## src/rtl/fetch_stage_pkg.sv

```systemverilog
// rtl/fetch_stage_pkg.sv - core-wide pipeline constants, IF/ID bundle and fetch state enum
package fetch_stage_pkg;

    localparam int XLEN = 32;
    localparam int INSTR_W = 32;
    localparam logic [XLEN-1:0] RESET_PC = 32'h0000_0000;
    localparam logic [INSTR_W-1:0] NOP_INSTR = 32'h0000_0013;

    typedef enum logic {
        RUN,
        FAULTED
    } fetch_state_t;

    typedef struct packed {
        logic [XLEN-1:0]    pc;
        logic [XLEN-1:0]    pc4;
        logic [INSTR_W-1:0] instr;
        logic               valid;
        logic               fault;
    } if_id_t;

    // Empty slot: addi x0,x0,0 with no PC association.
    function automatic if_id_t bubble_slot();
        if_id_t b;
        b.pc    = '0;
        b.pc4   = '0;
        b.instr = NOP_INSTR;
        b.valid = 1'b0;
        b.fault = 1'b0;
        return b;
    endfunction

endpackage

```

## src/rtl/fetch_stage_if_id_reg.sv

```systemverilog
// rtl/fetch_stage_if_id_reg.sv - IF/ID pipeline register with stall hold and bubble insert
module if_id_reg
    import fetch_stage_pkg::*;
(
    input  logic   clk,
    input  logic   reset,
    input  logic   hold,
    input  logic   bubble,
    input  if_id_t d,
    output if_id_t q
);

    // A bubble must win over hold so that flush during a stall still empties the slot.
    always_ff @(posedge clk) begin
        if (reset) begin
            q <= bubble_slot();
        end else if (bubble) begin
            q <= bubble_slot();
        end else if (!hold) begin
            q <= d;
        end
    end

endmodule

```

## src/rtl/fetch_stage.sv

```systemverilog
// rtl/fetch_stage.sv - instruction fetch: PC, fault FSM and IF/ID register
module fetch_stage
    import fetch_stage_pkg::*;
#(
    parameter int IMEM_BYTES = 1024
) (
    input  logic            clk,
    input  logic            reset,
    input  logic            stall,
    input  logic            flush,
    input  logic            redirect,
    input  logic [XLEN-1:0] redirect_pc,
    output logic [XLEN-1:0] imem_addr,
    input  logic [31:0]     imem_instr,
    output logic [XLEN-1:0] if_id_pc,
    output logic [XLEN-1:0] if_id_pc4,
    output logic [31:0]     if_id_instr,
    output logic            if_id_valid,
    output logic            if_id_fault,
    output logic [31:0]     fetch_count
);

    localparam logic [XLEN-1:0] LAST_PC = XLEN'(IMEM_BYTES - 4);

    fetch_state_t    state_q, state_d;
    logic [XLEN-1:0] pc_q, pc_d;
    logic [XLEN-1:0] pc_plus4;
    logic [31:0]     count_q;
    logic            count_inc;
    logic            pc_legal;
    logic            slot_bubble;
    logic            slot_hold;
    if_id_t          slot_d, slot_q;

    assign pc_plus4 = pc_q + XLEN'(4);
    assign pc_legal = (pc_q[1:0] == 2'b00) && (pc_q <= LAST_PC);
    assign imem_addr = pc_q;

    always_ff @(posedge clk) begin
        if (reset) begin
            state_q <= RUN;
            pc_q    <= RESET_PC;
            count_q <= '0;
        end else begin
            state_q <= state_d;
            pc_q    <= pc_d;
            if (count_inc) begin
                count_q <= count_q + 32'd1;
            end
        end
    end

    always_comb begin
        state_d      = state_q;
        pc_d         = pc_q;
        count_inc    = 1'b0;
        slot_bubble  = 1'b0;
        slot_hold    = 1'b0;
        slot_d.pc    = pc_q;
        slot_d.pc4   = pc_plus4;
        slot_d.instr = imem_instr;
        slot_d.valid = 1'b1;
        slot_d.fault = 1'b0;

        if (redirect) begin
            pc_d        = redirect_pc;
            state_d     = RUN;
            slot_bubble = 1'b1;
        end else if (stall) begin
            slot_hold   = 1'b1;
            slot_bubble = flush;
        end else if (state_q == RUN) begin
            if (pc_legal) begin
                pc_d        = pc_plus4;
                slot_bubble = flush;
                count_inc   = !flush;
            end else if (flush) begin
                // Killed slot: stay in RUN so the fault is reported on the next unflushed cycle.
                slot_bubble = 1'b1;
            end else begin
                slot_d.instr = NOP_INSTR;
                slot_d.fault = 1'b1;
                state_d      = FAULTED;
            end
        end else begin
            slot_bubble = 1'b1;
        end
    end

    if_id_reg u_if_id_reg (
        .clk    (clk),
        .reset  (reset),
        .hold   (slot_hold),
        .bubble (slot_bubble),
        .d      (slot_d),
        .q      (slot_q)
    );

    assign if_id_pc    = slot_q.pc;
    assign if_id_pc4   = slot_q.pc4;
    assign if_id_instr = slot_q.instr;
    assign if_id_valid = slot_q.valid;
    assign if_id_fault = slot_q.fault;
    assign fetch_count = count_q;

endmodule

```

## config.mk

```make
export PLATFORM = sky130hd
export DESIGN_NAME = fetch_stage
export DESIGN_NICKNAME = d
export VERILOG_FILES = /design/src/rtl/fetch_stage_pkg.sv /design/src/rtl/fetch_stage_if_id_reg.sv /design/src/rtl/fetch_stage.sv
export SDC_FILE = /design/constraint.sdc
export NUM_CORES = 1
export LEC_CHECK = 0
export BUFFER_PORTS_ARGS = -buffer_cell sky130_fd_sc_hd__buf_2
export CAP_MARGIN = 15
export CORE_MARGIN = 1
export CORE_UTILIZATION = 45
export CTS_BUF_LIST = sky130_fd_sc_hd__clkbuf_4 sky130_fd_sc_hd__clkbuf_8
export DETAILED_ROUTE_END_ITERATION = 8
export PLACE_DENSITY = 0.75
export SKIP_CTS_REPAIR_TIMING = 1
export SKIP_LAST_GASP = 1
export SLEW_MARGIN = 20
export SYNTH_ARGS = -nofsm -noshare
export SYNTH_HDL_FRONTEND = slang
export SYNTH_SLANG_ARGS = --single-unit
```

## constraint.sdc

```tcl
create_clock -name clk -period 2 [get_ports clk]
set_input_delay 0.4 -clock clk [delete_from_list [all_inputs] [get_ports clk]]
set_output_delay 0.4 -clock clk [all_outputs]
set_load 0.05 [all_outputs]
```

; ---- Yosys cells after proc, flatten, opt, wreduce, memory -nomap -nowiden
; Index checks and enable logic that the tools add are counted.
[totals]
elab_cells = 46
latch_bits = 0
mem_count = 0
register_bits = 163
ramBits = 0
inputBits = 69
output_inout_bits = 162
rom_bits = 0
[op_classes]
n_bitwise = 0
mux = 26
multipliers = 0
magnitude_cmp = 1
reduce_logical = 7
shifts = 0
add_sub_neg = 2
div_mod_pow = 0
eq_ne = 2
[ops]
columns = operator, n
row1 = 32-bit two-way mux, 9
row2 = 32-bit by 1-bit adder with 32-bit output (second input constant), 1
row3 = 32-bit by 3-bit adder with 32-bit output (second input constant), 1
row4 = 32-bit by 10-bit less-or-equal comparator with 1-bit output (second input constant), 1
row5 = 1-bit two-way mux, 17
row6 = 2-bit OR reduction, 2
row7 = 3-bit AND reduction, 1
row8 = 2-bit logical NOT, 1
row9 = 2-bit by 1-bit inequality test with 1-bit output (second input constant), 1
row10 = 2-bit inequality test (second input constant), 1
row11 = 2-bit nonzero test, 1
row12 = 1-bit logical AND, 1
row13 = 1-bit logical NOT, 1

; ---- Longest topological paths before layout
[logic_depth]
depth_word = 7
mapped_depth = 7

; ---- Cells and area by module
; From an unflattened synthesis, not the netlist that was laid out.
[unflattened]
hier_cells = 809
area_unflattened_um2 = 7484.7
[by_module_without_submodules]
columns = module, seq_area_each_um2, instances, area_per_inst_um2, cells_per_inst
row1 = fetch_stage, 1301.2, 1, 4002.6, 491
row2 = if_id_reg, 1961.9, 1, 3482.1, 318

; ---- Worst setup path before layout
; OpenSTA, ideal clock, no wires.
[synth_timing]
path_type = register -> register
start = register count_q[3] (netlist: fetch_count[3])
end = register count_q[17] (netlist: fetch_count[17])
path_stages_with_launch = 8
setup_ns = 0.070
slack_ns = -0.243
arrival_time_ns = 2.172
required_time_ns = 1.930
period_less_slack_ns = 2.243
path_buffers = 2
cell_sequence = dfxtp_1 > and3_1 > clkbuf_1 > and4_1 > clkbuf_1 > nand4_1 > or3_1 > a21oi_1
[synth_between]
elab_chain_cells = 1
[synth_rtl]
columns = item, line
row1 = start: declaration, fetch_stage.sv:28  ; logic [31:0] count_q;
row2 = start signal: assignment, fetch_stage.sv:48  ; count_q <= count_q + 32'd1;
row3 = 32-bit by 1-bit adder with 32-bit output, fetch_stage.sv:48
; No other way between the ends.
; A chain may end at the register's enable or synchronous reset.

; ---- Worst setup path in the final report
[layout_timing]
start = register pc_q[31] (netlist: imem_addr[31])
end = register count_q[9] (netlist: fetch_count[9])
[layout_between]
elab_chain_cells = 6
[layout_rtl]
columns = item, line
row1 = start: declaration, fetch_stage.sv:26  ; logic [XLEN-1:0] pc_q, pc_d;
row2 = start signal: assignment, fetch_stage.sv:46  ; pc_q <= pc_d;
row3 = 32-bit by 10-bit less-or-equal comparator with 1-bit output, fetch_stage.sv:36  ; assign pc_legal = (pc_q[1:0] == 2'b00) && (pc_q <= LAST_PC);
row4 = 1-bit logical AND, fetch_stage.sv:36
row5 = 1-bit two-way mux, fetch_stage.sv:73  ; if (pc_legal) begin
row6 = 1-bit two-way mux, fetch_stage.sv:72  ; end else if (state_q == RUN) begin
row7 = 1-bit two-way mux, fetch_stage.sv:69  ; end else if (stall) begin
row8 = 1-bit two-way mux, fetch_stage.sv:65  ; if (redirect) begin
; No other way between the ends.

==> results.md <==
- Outcome: finished, final reports clean
- Final Max Tran Viols: 0
- Max-cap violations: 0
- Worst Skew: 0.01677 ns
- Post-DRT Antenna Nets: 0
- Row count: 45
- PwrDens: 724.6 nW/um^2
- Critical Path AT: 2.35 ns
- Synth Area per Inst: 8.405 sq um
- Critical path required time: 2.38 ns
- Internal reg-to-reg setup slack: 0.03 ns
- First-pass GRT wire length: 30570 um
- Hold Crit Depth: 3
- Die W: 127.5 um
- Grt total ovfl: 0
- Port Buf Inserts: 230
- Min-Delay Startpoint: redirect_pc[30]
- Pin count of the biggest net entering global routing: 66
- Wirelength per Cell: 15.27 um
- Worst R2R End: fetch_count[9]
- H-Tree Depth: 4
- Slew @ Worst Pin: 0.6983 ns
- Met3 Resource Use GR: 6.030%
- Vias per cell: 5.245
- Adder-cell share of the synthesized area: 0.3532%
- Multiplexer share of the synthesized area: 3.390%
- Clock latency on the worst-skew pair: 0.45 ns
- Die area: 16250 sq um
- Critical Path Source Type: register
- Area leader, netlist: dfxtp_1
- Syn nets: 914
- Synth top area cells: dfxtp_1, nand2_1, a21oi_1
- Hold path endpoint: imem_addr[30]
- Fin area: 9181 sq um
- Worst hold slack: 0.1767 ns
- Setup crit end kind: register
- Top Usage Layer GRT: met2
- Gr usage total: 23.79%
- Sequential fraction of the synthesis area: 45.49%
- TritonCTS clock tree: built
- Fillers: 1415
- Post-synthesis compound-gate area fraction: 14.34%
- Synth Flop Type: dfxtp_1
- Synthesized flop and latch total: 161
- Total Nets Final: 1138
- CP Max Fanout: 5
- Post-Synth Simple-Gate Area: 23.40%
- Cell Count Post-Placement: 1257
- Synth async-reset ratio: 0%
- Area after DPL: 8660 sq um
- Clk pin slew, worst setup/hold paths: 0.09 ns
- Met2 usage: 37.67%
- Peak supply drop: 0.5736 mV
- FF-to-FF path depth: 5
- Core area: 15260 sq um
- Yosys top cell area share: 45.49%
- Endpoints failing hold: 0
- # DRC: 0
- Area grow syn2layout: 29.58%
- Final setup vio count: 0
- CTS root buffer: clkbuf_8
- Vias in the first global route: 5945
- Synth cell types: 40
- Lkg Pwr: 4.064 nW
- # IOs: 231
- CTS Sinks: 161
- Router iterations before antenna repair: 5
- Initial Utilization: 46.44%
- Cell Count, Final, Fillers Out: 1291
- HP Class: primary input to register
- Largest family of logic cells by synthesized area: simple AND/OR/NAND/NOR gates
- FF-to-FF Start: imem_addr[31]
- Unrepaired setup endpoints after global routing: yes
- Die outline height: 127.5 um
- Yosys warns: 0
- Initial antenna violation count: 2
- Most common cell in the netlist: dfxtp_1
- Total number of vias: 6771
- CTS max path bufs: 2
- Slew margin rel.: 53.45%
- Minimum clock period: 1.974 ns
- Setup TNS: 0 ns
- Final GP Congestion: 0.8267
- Syn Inst Count: 843
- Period utilization: 98.69%
- WL final: 19710 um
- Share of layout cells above drive strength 1: 34.42%
- Highest achievable clock rate: 0.5067 GHz
- Initial drt markers: 330
- Final HPWL from detailed placement: 14050 um
- Post-Synth XOR/XNOR Area: 5.686%
- EDFF count, synth: 0
- CTS buffer count: 17
- Synthesized area: 7086 sq um
- Crit Path Class: register to register
- Met1 Usage GRT: 31.38%
- Commonest cells in the netlist: dfxtp_1, nand2_1, nor2_1
-- area by class of cell --
| cell class | instances | area (sq um) | area share, % |
|---|---|---|---|
| antenna | 2 | 5.005 | 0.05451 |
| tap | 211 | 264.0 | 2.875 |
| inverter | 7 | 26.28 | 0.2862 |
| timing repair buffer | 300 | 1773 | 19.31 |
| sequential | 161 | 3244 | 35.34 |
| clock inverter | 9 | 82.58 | 0.8994 |
| clock buffer | 21 | 282.8 | 3.080 |
| multi-input combinational | 580 | 3503 | 38.16 |
-- worst max-delay path by stage --
stage | cells past startpoint | slack [ns] | end | from
floorplan | 6 | 0.002 | fetch_count[9] | imem_addr[26]
global placement | 6 | -0.07 | fetch_count[17] | imem_addr[26]
detailed placement | 6 | -0.12 | fetch_count[17] | imem_addr[26]
CTS | 6 | -0.13 | fetch_count[17] | imem_addr[31]
global route | 5 | -0.06 | fetch_count[9] | imem_addr[24]
finish | 5 | 0.03 | fetch_count[9] | imem_addr[31]
-- cells in the final DEF (no fill, tap or decap), drive strengths merged, types with 15 or more instances in the layout --
master / n
or3: 16
nand3: 23
nor4: 21
a211oi: 16
dfxtp: 161
xor2: 19
nor2: 98
nor3: 15
buf: 300
o21ai: 43
xnor2: 27
a2bb2oi: 29
mux2i: 24
nand4: 21
clkbuf: 21
nand2: 116
a21oi: 74
-- registers in the layout, indices dropped and copies added (netlist names) --
| register | flops |
|---|---|
| fetch_count | 32 |
| imem_addr | 32 |
| state_q | 1 |
| u_if_id_reg.q | 96 |
-- logic make-up (layout without fill, tap and decap cells) --
kind of cell | Yosys count | in the layout
flops | 161 | 161
other cells | 0 | 2
xor+xnor | 46 | 46
buf+inv | 102 | 337
mux | 24 | 24
fa+ha+maj | 2 | 2
compound gates | 169 | 169
simple gates | 339 | 339
-- metal layers --
layer / part of all wire (%) / up-vias
li1: - / 3339
met1: 45 / 3161
met2: 47 / 238
met3: 5.7 / 33
met4: 1.9 / 0
met5: 0 / -
-- worst max-delay path, cell delays in order (launching register included) --
cell and delay, ns:
dfxtp_1 0.34, nor4_4 0.34, nand4_4 0.18, or3_4 0.44
or4_1 0.47, a21oi_1 0.13
-- where the power goes --
part,total (mW),internal [mW],switching [mW]
Combinational,1.04,0.360,0.679
Sequential,3.34,3.28,0.0598
Clock,2.27,1.08,1.19
-- per-stage QoR --
step                      setup slack, ns  util (%)  power, mW
after floorplan                  0.002208         -      4.139
after global placement           -0.07076     56.75      4.424
after detailed placement          -0.1171     56.75      4.433
after CTS                         -0.1333     59.15      6.683
after global routing             -0.06391     60.17      6.903
final                             0.02625     60.17      6.652
Note: power is estimated with default switching activity, not from simulation.
